**src/rtl/axi_lite_display_bank.sv**
```systemverilog
// AXI-lite bank of NUM_CH display words with byte-strobed writes, readback and per-channel update pulses; optional DISPLAY_COSIM_EN adds a commit trace port.
// Latency: bvalid/rvalid one cycle after the completing AW+W / AR handshake; display_o and update_o change on the write commit edge.
// Backpressure: one outstanding transaction per direction; readies stay low until bready/rready completes the response.
module axi_lite_display_bank #(
    parameter int                     DATA_WIDTH = 64,
    parameter int                     ADDR_WIDTH = 64,
    parameter int                     NUM_CH     = 4,
    parameter logic [ADDR_WIDTH-1:0]  BASE_ADDR  = '0
) (
    input  logic                           clk,
    input  logic                           rstn,
    input  logic [ADDR_WIDTH-1:0]          awaddr,
    input  logic                           awvalid,
    output logic                           awready,
    input  logic [DATA_WIDTH-1:0]          wdata,
    input  logic [DATA_WIDTH/8-1:0]        wstrb,
    input  logic                           wvalid,
    output logic                           wready,
    output logic [1:0]                     bresp,
    output logic                           bvalid,
    input  logic                           bready,
    input  logic [ADDR_WIDTH-1:0]          araddr,
    input  logic                           arvalid,
    output logic                           arready,
    output logic [DATA_WIDTH-1:0]          rdata,
    output logic [1:0]                     rresp,
    output logic                           rvalid,
    input  logic                           rready,
    output logic [NUM_CH*DATA_WIDTH-1:0]   display_o,
    output logic [NUM_CH-1:0]              update_o
`ifdef DISPLAY_COSIM_EN
    ,
    output logic                           cosim_valid,
    output logic [ADDR_WIDTH-1:0]          cosim_addr,
    output logic [DATA_WIDTH-1:0]          cosim_data,
    output logic                           cosim_is_store
`endif
);

    localparam int BPW  = DATA_WIDTH / 8;
    localparam int BSH  = $clog2(BPW);
    localparam int IDXW = (NUM_CH > 1) ? $clog2(NUM_CH) : 1;
    localparam logic [ADDR_WIDTH-1:0] SPAN = ADDR_WIDTH'(NUM_CH * BPW);
    localparam logic [1:0] RESP_OKAY   = 2'b00;
    localparam logic [1:0] RESP_SLVERR = 2'b10;

    typedef enum logic {W_IDLE, W_RESP} w_state_e;
    typedef enum logic {R_IDLE, R_DATA} r_state_e;

    function automatic logic addr_in_range(input logic [ADDR_WIDTH-1:0] a);
        logic [ADDR_WIDTH-1:0] off;
        off = a - BASE_ADDR;
        return off < SPAN;
    endfunction

    // Truncating the shifted offset yields the channel index for power-of-2 NUM_CH.
    function automatic logic [IDXW-1:0] addr_index(input logic [ADDR_WIDTH-1:0] a);
        logic [ADDR_WIDTH-1:0] off;
        off = (a - BASE_ADDR) >> BSH;
        return off[IDXW-1:0];
    endfunction

    w_state_e                w_state_q, w_state_d;
    r_state_e                r_state_q, r_state_d;
    logic                    aw_lat_q, aw_lat_d;
    logic                    w_lat_q, w_lat_d;
    logic [ADDR_WIDTH-1:0]   awaddr_q, awaddr_d;
    logic [DATA_WIDTH-1:0]   wdata_q, wdata_d;
    logic [BPW-1:0]          wstrb_q, wstrb_d;
    logic                    bvalid_q, bvalid_d;
    logic [1:0]              bresp_q, bresp_d;
    logic [NUM_CH-1:0]       upd_q, upd_d;
    logic [DATA_WIDTH-1:0]   ch_q [NUM_CH];
    logic [DATA_WIDTH-1:0]   ch_d [NUM_CH];
    logic                    rvalid_q, rvalid_d;
    logic [1:0]              rresp_q, rresp_d;
    logic [DATA_WIDTH-1:0]   rdata_q, rdata_d;

    logic                    aw_hs, w_hs, ar_hs, commit;
    logic [ADDR_WIDTH-1:0]   w_addr;
    logic [DATA_WIDTH-1:0]   w_data;
    logic [BPW-1:0]          w_strb;
    logic                    w_ok, r_ok;
    logic [IDXW-1:0]         w_idx, r_idx;
    logic [DATA_WIDTH-1:0]   w_merged;

    assign awready = (w_state_q == W_IDLE) && !aw_lat_q;
    assign wready  = (w_state_q == W_IDLE) && !w_lat_q;
    assign arready = (r_state_q == R_IDLE);
    assign aw_hs   = awvalid && awready;
    assign w_hs    = wvalid && wready;
    assign ar_hs   = arvalid && arready;

    // A half that arrives this cycle is used directly so the commit lands on its handshake edge.
    assign w_addr  = aw_lat_q ? awaddr_q : awaddr;
    assign w_data  = w_lat_q  ? wdata_q  : wdata;
    assign w_strb  = w_lat_q  ? wstrb_q  : wstrb;
    assign commit  = (aw_lat_q || aw_hs) && (w_lat_q || w_hs);
    assign w_ok    = addr_in_range(w_addr);
    assign w_idx   = addr_index(w_addr);
    assign r_ok    = addr_in_range(araddr);
    assign r_idx   = addr_index(araddr);

    always_comb begin
        w_merged = ch_q[w_idx];
        for (int j = 0; j < BPW; j++) begin
            if (w_strb[j]) begin
                w_merged[j*8 +: 8] = w_data[j*8 +: 8];
            end
        end
    end

    always_comb begin
        w_state_d = w_state_q;
        aw_lat_d  = aw_lat_q;
        w_lat_d   = w_lat_q;
        awaddr_d  = awaddr_q;
        wdata_d   = wdata_q;
        wstrb_d   = wstrb_q;
        bvalid_d  = bvalid_q;
        bresp_d   = bresp_q;
        upd_d     = '0;
        for (int i = 0; i < NUM_CH; i++) begin
            ch_d[i] = ch_q[i];
        end
        if (w_state_q == W_IDLE) begin
            if (commit) begin
                aw_lat_d  = 1'b0;
                w_lat_d   = 1'b0;
                bvalid_d  = 1'b1;
                bresp_d   = w_ok ? RESP_OKAY : RESP_SLVERR;
                w_state_d = W_RESP;
                if (w_ok) begin
                    ch_d[w_idx]  = w_merged;
                    upd_d[w_idx] = 1'b1;
                end
            end else begin
                if (aw_hs) begin
                    aw_lat_d = 1'b1;
                    awaddr_d = awaddr;
                end
                if (w_hs) begin
                    w_lat_d = 1'b1;
                    wdata_d = wdata;
                    wstrb_d = wstrb;
                end
            end
        end else if (bready) begin
            bvalid_d  = 1'b0;
            w_state_d = W_IDLE;
        end
    end

    // Reads sample ch_q, so a same-edge write commit is not visible to them.
    always_comb begin
        r_state_d = r_state_q;
        rvalid_d  = rvalid_q;
        rresp_d   = rresp_q;
        rdata_d   = rdata_q;
        if (r_state_q == R_IDLE) begin
            if (ar_hs) begin
                rvalid_d  = 1'b1;
                rresp_d   = r_ok ? RESP_OKAY : RESP_SLVERR;
                rdata_d   = r_ok ? ch_q[r_idx] : '0;
                r_state_d = R_DATA;
            end
        end else if (rready) begin
            rvalid_d  = 1'b0;
            r_state_d = R_IDLE;
        end
    end

    always_ff @(posedge clk or negedge rstn) begin
        if (!rstn) begin
            w_state_q <= W_IDLE;
            r_state_q <= R_IDLE;
            aw_lat_q  <= 1'b0;
            w_lat_q   <= 1'b0;
            awaddr_q  <= '0;
            wdata_q   <= '0;
            wstrb_q   <= '0;
            bvalid_q  <= 1'b0;
            bresp_q   <= RESP_OKAY;
            upd_q     <= '0;
            rvalid_q  <= 1'b0;
            rresp_q   <= RESP_OKAY;
            rdata_q   <= '0;
            for (int i = 0; i < NUM_CH; i++) begin
                ch_q[i] <= '0;
            end
        end else begin
            w_state_q <= w_state_d;
            r_state_q <= r_state_d;
            aw_lat_q  <= aw_lat_d;
            w_lat_q   <= w_lat_d;
            awaddr_q  <= awaddr_d;
            wdata_q   <= wdata_d;
            wstrb_q   <= wstrb_d;
            bvalid_q  <= bvalid_d;
            bresp_q   <= bresp_d;
            upd_q     <= upd_d;
            rvalid_q  <= rvalid_d;
            rresp_q   <= rresp_d;
            rdata_q   <= rdata_d;
            for (int i = 0; i < NUM_CH; i++) begin
                ch_q[i] <= ch_d[i];
            end
        end
    end

    assign bvalid   = bvalid_q;
    assign bresp    = bresp_q;
    assign rvalid   = rvalid_q;
    assign rresp    = rresp_q;
    assign rdata    = rdata_q;
    assign update_o = upd_q;

    for (genvar i = 0; i < NUM_CH; i++) begin : g_disp
        assign display_o[i*DATA_WIDTH +: DATA_WIDTH] = ch_q[i];
    end

`ifdef DISPLAY_COSIM_EN
    logic                   cv_q, cv_d;
    logic                   cst_q, cst_d;
    logic [ADDR_WIDTH-1:0]  ca_q, ca_d;
    logic [DATA_WIDTH-1:0]  cd_q, cd_d;

    // A single trace slot: a write commit wins over a read issued on the same edge.
    always_comb begin
        cv_d  = 1'b0;
        cst_d = cst_q;
        ca_d  = ca_q;
        cd_d  = cd_q;
        if (commit) begin
            cv_d  = 1'b1;
            cst_d = 1'b1;
            ca_d  = w_addr;
            cd_d  = w_ok ? w_merged : w_data;
        end else if (ar_hs) begin
            cv_d  = 1'b1;
            cst_d = 1'b0;
            ca_d  = araddr;
            cd_d  = rdata_d;
        end
    end

    always_ff @(posedge clk or negedge rstn) begin
        if (!rstn) begin
            cv_q  <= 1'b0;
            cst_q <= 1'b0;
            ca_q  <= '0;
            cd_q  <= '0;
        end else begin
            cv_q  <= cv_d;
            cst_q <= cst_d;
            ca_q  <= ca_d;
            cd_q  <= cd_d;
        end
    end

    assign cosim_valid    = cv_q;
    assign cosim_is_store = cst_q;
    assign cosim_addr     = ca_q;
    assign cosim_data     = cd_q;
`endif

endmodule

```
**config.mk**
```make
export PLATFORM = sky130hd
export DESIGN_NAME = axi_lite_display_bank
export DESIGN_NICKNAME = d
export VERILOG_FILES = /design/src/rtl/axi_lite_display_bank.sv
export SDC_FILE = /design/constraint.sdc
export NUM_CORES = 1
export LEC_CHECK = 0
export BUFFER_PORTS_ARGS = -buffer_cell sky130_fd_sc_hd__buf_4
export CELL_PAD_IN_SITES_DETAIL_PLACEMENT = 0
export CELL_PAD_IN_SITES_GLOBAL_PLACEMENT = 1
export CORE_MARGIN = 4
export CORE_UTILIZATION = 45
export CTS_CLUSTER_DIAMETER = 150
export CTS_CLUSTER_SIZE = 14
export DETAILED_ROUTE_END_ITERATION = 7
export GPL_ROUTABILITY_DRIVEN = 0
export PLACE_DENSITY_LB_ADDON = 0.12
export SYNTH_ARGS = -nofsm -noshare
export SYNTH_HDL_FRONTEND = slang
export SYNTH_SLANG_ARGS = --single-unit
```
**constraint.sdc**
```tcl
create_clock -name clk -period 7.5 [get_ports clk]
set_input_delay 1.875 -clock clk [delete_from_list [all_inputs] [get_ports clk]]
set_output_delay 1.875 -clock clk [all_outputs]
set_load 0.005 [all_outputs]
```
==> results.tsv, run 1 <==
stage	metric	value	unit
clock_tree	clockBufferDepth	3	
power_and_ir_drop	powerDensity	243.0	mW/mm2
clock_tree	cts_tree	done	
power_and_ir_drop	p_switching	2129	uW
power_and_ir_drop	pwr-share-seq	46.6	%
timing	fin_crit_sh	62.08	%
place	dp_cells	2604	
critical_path	worst_setup_path_end_kind	flop	
drt	drt_iter0_markers	1094	
clock_tree	clock_latency	0.58	ns
clock_tree	clk_pin_slew	0.06	ns
run	cap_violations	0	
die	io_pins	540	
place	dp_slack	2.269	ns
drt	drc	0	
grt	grt_pass1_wl	109800	um
timing	slew_violations	0	
worst_hold_path	hold_start	r_state_q	
drt	dr.pass1.iters	6	
critical_path	crit_fanout	28	
die	core_area	0.04805	mm2
grt	grt_pass1_vias	16670	
place	dp_hpwl	47400	um
critical_path	critPathLaunchType	input pin	
die	initial_core_util	45.89	%
timing	final_hold_viol_count	0	
synthesis	ys_types	41	
synthesis	ys_ff_latch	465	
timing	fin_skew	0.03253	ns
critical_path	crit_arrival	5.10	ns
clock_tree	cts_hold_buf	0	
critical_path	reg2reg_slack	3.49	ns
synthesis	yosys.area.top_type	dfrtp_1	
die	dieHeight	229.4	um
synthesis	synthCells	1554	
synthesis	synth_area	0.02205	mm2
clock_tree	cts_sinks	465	
clock_tree	h-tree-depth	2	
grt	grt_max_degree	180	
outcome	status	completed	
cells_and_area	area_growth	24.43	%
power_and_ir_drop	power_frac_clock	27.6	%
drt	drtAntennaViolNets	0	
cells_and_area	stdcell_count	2651	
synthesis	synth-seq-area-share	52.77	%
cells_and_area	finish.utilization	57.11	%
synthesis	async_flop_share	100.0	%
synthesis	synth_edf_count	0	
power_and_ir_drop	vdd_ir_drop_max	0.1691	mV
drt	avgRoutedWirePerCell	27.66	um
synthesis	synth_flop_cell	dfrtp_1	
die	die_area	0.05261	mm2
die	die_w	229.4	um
cells_and_area	fillCellCount	4063	
timing	worst_pin_slew	1.136	ns
synthesis	synthTopCellsByArea	dfrtp_1 53%, mux2_2 20%, mux4_2 6.5%	
clock_tree	numCtsBuffers	39	
critical_path	crit_type	input pin to flop	
synthesis	ys_warn_count	0	
place	numPortBuffers	531	
grt	antenna_found_initial	6	
drt	vias_per_cell	6.091	
clock_tree	cts_resized	0	
timing	tns	0	ns
timing	finalSetupViolCount	0	
drt	wl	73330	um
timing	rsz0062_at_grt	false	
power_and_ir_drop	p_int	4539	uW
cells_and_area	final_nets	2237	
die	rows	80	
worst_hold_path	hold_path.class	flop to flop	
synthesis	synth_top_area_share	52.77	%
cells_and_area	drive_gt1_share	52.83	%
power_and_ir_drop	comb_power_share	25.7	%
grt	grt_overflow	0	
drt	via_count	16150	
clock_tree	postCtsSetupBuffers	0	
critical_path	required	7.95	ns
timing	finalCriticalPeriod	4.656	ns
synthesis	synth_area_per_cell	14.19	um2
power_and_ir_drop	p_total	6668	uW
timing	setup_ws	2.844	ns
timing	max_slew_margin	24.26	%
timing	clock.fmax	214.8	MHz
critical_path	regToRegStartpoint	aw_lat_q	
power_and_ir_drop	power_leakage	0.01324	uW
power_and_ir_drop	swShare	31.93	%
critical_path	rr_worst_depth	7	
clock_tree	cts_root_buf	clkbuf_16	
worst_hold_path	hold_depth	1	
critical_path	startpoint	awaddr[43]	
grt	grt.total_usage	27.24	%
==> state kept, by name (all words and copies together) (netlist names) <==
| name | count |
|---|---|
| aw_lat_q | 1 |
| awaddr_q | 61 |
| bresp | 1 |
| bvalid | 1 |
| display_o | 256 |
| r_state_q | 1 |
| rdata | 64 |
| rresp | 1 |
| rvalid | 1 |
| update_o | 4 |
| w_lat_q | 1 |
| w_state_q | 1 |
| wdata_q | 64 |
| wstrb_q | 8 |
==> metrics by stage <==
step,hold WS (ns),instance area (um2)
after detailed placement,0.4416,26410
after CTS,0.4503,27430
after global placement,0.4265,26410
final,0.4499,27440
after global routing,0.4952,27440
after floorplan,0.4227,22050
==> metal layers <==
layer	vias to the layer above	wire (um)	track usage, %
met4	6	1625	7.303
met1	8507	29410	35.26
met3	92	5877	7.480
met5	-	51	0
met2	574	36370	45.51
li1	6969	-	-
==> power groups by stage <==
stage                     clock (uW)  combinational, uW  sequential (uW)
final                           1840               1720             3110
after global routing            1990               1860             3150
after CTS                       1900               1720             3110
after detailed placement           0               1710             3160
after global placement             0               1680             3130
after floorplan                    0               1200             3060
==> worst max-delay path, stage by stage <==
cell	delay, ns
buf_4	0.11
nor4_1	0.31
nand4_1	0.19
nor4_2	0.37
o2111ai_4	0.34
nor3_4	0.88
buf_4	0.57
mux2_2	0.39
==> Yosys cell counts, types with 4 or more instances <==
cell      instances
mux2_2          394
mux4_2           64
nand4_1           7
nor2_1           16
a32o_1           64
buf_4             4
buf_1            26
a22o_1          128
nor4_1           40
clkbuf_1         65
buf_6            24
mux2i_1          64
dfrtp_1         465
nor3_4            4
nand2_1           7
nor3_1           70
a21oi_1          66
or2_2             4
==> area by class of cell <==
class	count	area (um2)	area share, %
clock inverter	4	42.54	0.1550
sequential	465	11640	42.42
clock buffer	40	979.7	3.571
multi-input combinational	965	9781	35.65
timing repair buffer	556	4207	15.33
antenna	3	7.507	0.02736
inverter	3	11.26	0.04104
tap	615	769.5	2.805
==> layout by cell type, fill, tap and decap left out, types with 2 or more instances in the layout <==
cell and count:
or2_4 4, a32o_1 64, dfrtp_1 464, nor3_1 70
nand4_1 7, mux2_1 3, a22o_1 128, inv_6 3
nand3b_1 2, nor4_1 39, nand2_1 6, a21oi_1 66
conb_1 2, clkbuf_16 39, nor3_4 4, and3b_1 3
nor2b_1 2, diode_2 3, o22a_1 3, mux2i_1 64
nor4_2 3, buf_4 553, inv_1 3, nor3b_1 3
mux4_2 64, buf_12 2, o21ai_0 2, nor4b_1 3
nor2_1 15, mux2_2 394, a21o_1 2
==> kinds of logic after synthesis <==
group | share of synthesized area (%)
mux | 29.72
simple gates | 4.517
other cells | 0.01701
compound gates | 9.947
buf+inv | 3.030
flops | 52.77
==> final timing paths <==
check                                  to
setup / recovery           display_o[136]
hold / removal                     rvalid
setup reg to reg           display_o[136]
hold reg to reg                    rvalid
max in group asynchronous    display_o[8]
min in group asynchronous    awaddr_q[12]
No activity file was read; power rests on OpenSTA's default activity.
==> run 2, diff against run 1 <==
--- a/config.mk
+++ b/config.mk
@@ -9,7 +9,7 @@
 export CELL_PAD_IN_SITES_DETAIL_PLACEMENT = 0
 export CELL_PAD_IN_SITES_GLOBAL_PLACEMENT = 1
 export CORE_MARGIN = 4
-export CORE_UTILIZATION = 45
+export CORE_UTILIZATION = 44
 export CTS_CLUSTER_DIAMETER = 150
 export CTS_CLUSTER_SIZE = 14
 export DETAILED_ROUTE_END_ITERATION = 7
==> constraint.sdc (replaced) <==
create_clock -name clk -period 4.6 [get_ports clk]
set_input_delay 1.15 -clock clk [delete_from_list [all_inputs] [get_ports clk]]
set_output_delay 1.15 -clock clk [all_outputs]
set_load 0.005 [all_outputs]
==> run 2 against run 1 <==
Non-clock buffer count up 12. First-iteration DRC count down 11%. Hold slack better by 0.0023 ns. Combinational power up 67%. Register-to-register slack worse by 2.3 ns. Flip-flop and latch count unchanged. Clock power up 66%. Sequential share of layout area down 0.50 points. Final area up 1.2%. Total power up 64%. Critical path type is now flop to flop. Largest cell class unchanged.
==> results.tsv, run 2 (synthesis results as in run 1) <==
stage	metric	value	unit
clock_tree	h-tree-depth	2	
die	die_w	231.9	um
grt	busiest_layer	met2	
clock_tree	clockBufferDepth	3	
die	io_pins	540	
die	dieHeight	231.9	um
cells_and_area	stdcell_count	2712	
drt	dr.pass1.iters	5	
drt	vias_per_cell	5.918	
critical_path	crit_arrival	3.84	ns
power_and_ir_drop	power_frac_clock	27.8	%
timing	worst_pin_slew	1.025	ns
die	initial_core_util	44.77	%
drt	avgRoutedWirePerCell	26.69	um
clock_tree	cts_sinks	465	
timing	finalCriticalPeriod	3.398	ns
cells_and_area	final_common_cell	buf_4	
cells_and_area	final_nets	2249	
timing	fin_skew	0.01981	ns
place	dp_hpwl	47830	um
power_and_ir_drop	pwr-share-seq	46.0	%
grt	grt_max_degree	114	
cells_and_area	largest_register_ffs	256	
outcome	status	completed	
clock_tree	cts_tree	done	
grt	grt_overflow	0	
critical_path	worst_setup_path_end_kind	flop	
timing	fin_crit_sh	73.87	%
cells_and_area	drive_gt1_share	53.08	%
power_and_ir_drop	swShare	31.49	%
grt	grt_pass1_wl	107500	um
timing	setup_ws	1.202	ns
critical_path	critPathLaunchType	flop	
place	dp_cells	2665	
drt	drc	0	
grt	grt.total_usage	26.23	%
critical_path	cp_slowest_cell	dfrtp_1	
clock_tree	cts_root_buf	clkbuf_16	
cells_and_area	final-seq-area	0.01164	mm2
grt	grt_use_met1	34.36	%
clock_tree	cts_hold_buf	0	
power_and_ir_drop	p_int	7501	uW
drt	via_count	16050	
timing	whs	0.4522	ns
grt	grt_use_met2	42.69	%
timing	rsz0062_at_grt	false	
power_and_ir_drop	powerDensity	394.3	mW/mm2
grt	antenna_found_initial	8	
clock_tree	clock_latency	0.56	ns
cells_and_area	final_cell_mix	552 x buf_4, 464 x dfrtp_1, 394 x mux2_2	
critical_path	crit_type	flop to flop	
worst_hold_path	hold_path.class	flop to flop	
timing	final_hold_viol_count	0	
timing	clock.fmax	294.3	MHz
grt	grt_pass1_vias	16370	
power_and_ir_drop	comb_power_share	26.2	%
timing	tns	0	ns
power_and_ir_drop	vdd_ir_drop_max	0.4084	mV
place	dp_slack	0.7656	ns
critical_path	crit_fanout	29	
critical_path	path_cells	nor4b_1, nand4_1, nor4_2, o2111ai_4, nor3_4, buf_4, mux2_2	
drt	drt_iter0_markers	971	
clock_tree	cts_resized	0	
clock_tree	clk_pin_slew	0.07	ns
cells_and_area	finish.utilization	56.38	%
critical_path	cp_slowest_stage_delay	0.83	ns
drt	wl	72390	um
cells_and_area	multi_input_area	0.009771	mm2
grt	grtUsageMet3	7.704	%
timing	slew_violations	0	
run	cap_violations	0	
timing	max_slew_margin	31.65	%
drt	drtAntennaViolNets	0	
cells_and_area	area_growth	25.93	%
power_and_ir_drop	p_switching	3448	uW
die	rows	81	
power_and_ir_drop	power_leakage	0.01336	uW
critical_path	required	5.04	ns
die	die_area	0.05376	mm2
die	core_area	0.04925	mm2
place	numPortBuffers	531	
clock_tree	postCtsSetupBuffers	0	
timing	finalSetupViolCount	0	
clock_tree	numCtsBuffers	39	
cells_and_area	fillCellCount	4245	
[run 2: worst max-delay path: cells and delay by family, from the launching register on]
| kind | cells | cell delay [ns] |
|---|---|---|
| and+or+nand+nor | 4 | 1.23 |
| DFF | 1 | 0.83 |
| AOI/OAI and AO/OA | 1 | 0.30 |
| muxes | 1 | 0.39 |
| buffers and inverters | 1 | 0.51 |
[run 2: metal layers]
metal,part of all wire (%),wire (um)
met4,2.5,1798
met1,41,29670
met3,8.0,5795
met2,48,35090
met5,0.051,37
[run 2: final timing paths]
kind	from	end	slack [ns]	depth (start not counted)
min reg2reg	r_state_q	rvalid	0.45	1
max	aw_lat_q	display_o[131]	1.20	7
max in group asynchronous	rstn	wdata_q[45]	2.86	2
max reg2reg	aw_lat_q	display_o[131]	1.20	7
min	r_state_q	rvalid	0.45	1
min in group asynchronous	rstn	awaddr_q[19]	0.65	1
[run 2: final cells by class]
type	count	share of cell area (%)
clock inverters	1	0.05858
diodes	4	0.03605
repair buffers	568	16.06
multi-input cells	965	35.19
flip-flops and latches	465	41.92
inverters	3	0.04055
clock buffers	42	3.708
well taps	664	2.992
[run 2: through the flow]
step                total power, uW  cell area, um2
finish                        10950           27770
global route                  11480           27770
CTS                           11040           27760
detailed placement             7985           26710
global placement               7887           26710
floorplan                      6943           22050
[run 2: power by group through the flow]
stage                     registers, uW  clock network [uW]  logic, uW
final                              5040                3050       2870
after detailed placement           5110                   0       2880
after global routing               5110                3260       3110
after global placement             5080                   0       2810
after CTS                          5030                3130       2880
after floorplan                    4990                   0       1950
==> run 3, diff against run 2 <==
--- a/config.mk
+++ b/config.mk
@@ -9,7 +9,7 @@
 export CELL_PAD_IN_SITES_DETAIL_PLACEMENT = 0
 export CELL_PAD_IN_SITES_GLOBAL_PLACEMENT = 1
 export CORE_MARGIN = 4
-export CORE_UTILIZATION = 44
+export CORE_UTILIZATION = 39
 export CTS_CLUSTER_DIAMETER = 150
 export CTS_CLUSTER_SIZE = 14
 export DETAILED_ROUTE_END_ITERATION = 7
==> constraint.sdc (replaced) <==
create_clock -name clk -period 3 [get_ports clk]
set_input_delay 0.75 -clock clk [delete_from_list [all_inputs] [get_ports clk]]
set_output_delay 0.75 -clock clk [all_outputs]
set_load 0.005 [all_outputs]
==> run 3 against run 2 <==
Die area up 12%. Total power up 55%. Sequential share of layout area down 1.2 points. First-iteration DRC count down 11%. Cell count up 4.9%. Combinational power up 60%. Clock power up 54%. Critical endpoint is now display_o[21].
==> results.tsv, run 3 (synthesis results as in run 1) <==
stage	metric	value	unit
grt	grt_overflow	0	
cells_and_area	finish.utilization	51.53	%
die	rows	86	
cells_and_area	final_common_cell	buf_4	
drt	dr.pass1.iters	5	
place	dp_hpwl	52850	um
die	die_area	0.06041	mm2
critical_path	crit_arrival	3.21	ns
run	cap_violations	0	
clock_tree	clockBufferDepth	3	
worst_hold_path	hold_path.class	input pin to async pin	
cells_and_area	final_cell_area	0.02861	mm2
clock_tree	h-tree-depth	2	
die	dieHeight	245.8	um
timing	fin_crit_sh	92.36	%
timing	worst_pin_slew	0.6175	ns
place	numPortBuffers	531	
power_and_ir_drop	power_leakage	0.01371	uW
power_and_ir_drop	vdd_ir_drop_max	0.3641	mV
timing	max_slew_margin	58.83	%
drt	avgRoutedWirePerCell	26.90	um
clock_tree	cts_tree	done	
timing	fin_skew	0.01354	ns
timing	tns	0	ns
die	die_w	245.8	um
cells_and_area	drive_gt1_share	54.20	%
critical_path	critPathLaunchType	flop	
clock_tree	clk_pin_slew	0.07	ns
clock_tree	cts_resized	0	
critical_path	worst_setup_path_end_kind	flop	
cells_and_area	largest_register_ffs	256	
drt	drtAntennaViolNets	0	
critical_path	crit_fanout	15	
cells_and_area	final_cell_mix	574 x buf_4, 464 x dfrtp_1, 394 x mux2_2	
timing	finalCriticalPeriod	2.771	ns
critical_path	required	3.44	ns
timing	final_hold_viol_count	0	
place	dp_slack	-0.2541	ns
clock_tree	cts_hold_buf	0	
clock_tree	postCtsSetupBuffers	0	
grt	grt_max_degree	66	
timing	setup_ws	0.2292	ns
place	placed_area	0.02755	mm2
clock_tree	numCtsBuffers	39	
grt	grt.total_usage	24.72	%
outcome	status	completed	
timing	rsz0062_at_grt	false	
timing	slew_violations	0	
clock_tree	clock_latency	0.57	ns
grt	grt_pass1_wl	112700	um
timing	whs	0.1690	ns
drt	drt_iter0_markers	865	
power_and_ir_drop	powerDensity	594.0	mW/mm2
timing	finalSetupViolCount	0	
timing	clock.fmax	360.9	MHz
drt	via_count	16220	
clock_tree	cts_root_buf	clkbuf_16	
die	core_area	0.05552	mm2
grt	grt_pass1_vias	17090	
drt	drc	0	
cells_and_area	final_nets	2299	
cells_and_area	fillCellCount	4862	
grt	antenna_found_initial	5	
clock_tree	cts_sinks	465	
cells_and_area	area_growth	29.75	%
drt	vias_per_cell	5.699	
die	initial_core_util	39.71	%
drt	wl	76560	um
die	io_pins	540	
critical_path	crit_type	flop to flop	
==> run 3: changes by cell type in the layout (fill, tap and decap cells not counted) <==
| cell | delta |
|---|---|
| buf_12 | +28 |
| buf_4 | +22 |
| or2_2 | -4 |
| or2_4 | +4 |
==> run 3: final cells by class <==
class                      instances  area [um2]  share of cell area [%]
clock inverter                     1       16.27                 0.05686
multi-input combinational        965        9781                   34.19
tap                              748       935.9                   3.271
inverter                           3       11.26                 0.03936
sequential                       465       11640                   40.69
antenna                            4       10.01                 0.03499
clock buffer                      42        1030                   3.599
timing repair buffer             618        5185                   18.12
==> run 3: final timing paths <==
| kind | startpoint | end | slack [ns] | cells past startpoint |
|---|---|---|---|---|
| setup reg to reg | aw_lat_q | display_o[21] | 0.23 | 9 |
| max in group asynchronous | rstn | rdata[10] | 1.95 | 2 |
| hold reg to reg | r_state_q | rvalid | 0.46 | 1 |
| setup / recovery | aw_lat_q | display_o[21] | 0.23 | 9 |
| hold / removal | rstn | w_lat_q | 0.17 | 1 |
| min in group clk | rready | r_state_q | 0.37 | 2 |
==> run 3: where the power goes <==
group | leakage, uW | switching, uW | total [uW] | internal [uW]
Combinational | 0.00699 | 2600 | 4590 | 1990
Clock | 0.000513 | 2280 | 4700 | 2420
Sequential | 0.00621 | 491 | 7700 | 7210
==> run 3: critical path, stage by stage, from the launching register on <==
cell and delay (ns):
dfrtp_1 0.50, nor4_1 0.33, nand4_1 0.20, nor4_2 0.19, buf_4 0.16, o2111ai_4 0.23, nor3_4 0.28, buf_12 0.23
buf_12 0.16, mux2_2 0.34
==> run 3: stage by stage <==
step           cells  total power [uW]
2_1_floorplan   1555             10650
3_3_place_gp    2799             12310
3_5_place_dp    2799             12450
4_1_cts         2842             17200
5_1_grt         2843             17850
6_report        2846             16990
==> run 3: per-layer routing <==
metal	vias up	GRT usage (%)	share of wire, %
li1	7105	-	-
met1	8480	30.69	40
met2	523	43.36	51
met3	107	6.226	7.1
met4	4	6.191	2.4
met5	-	0	0.035
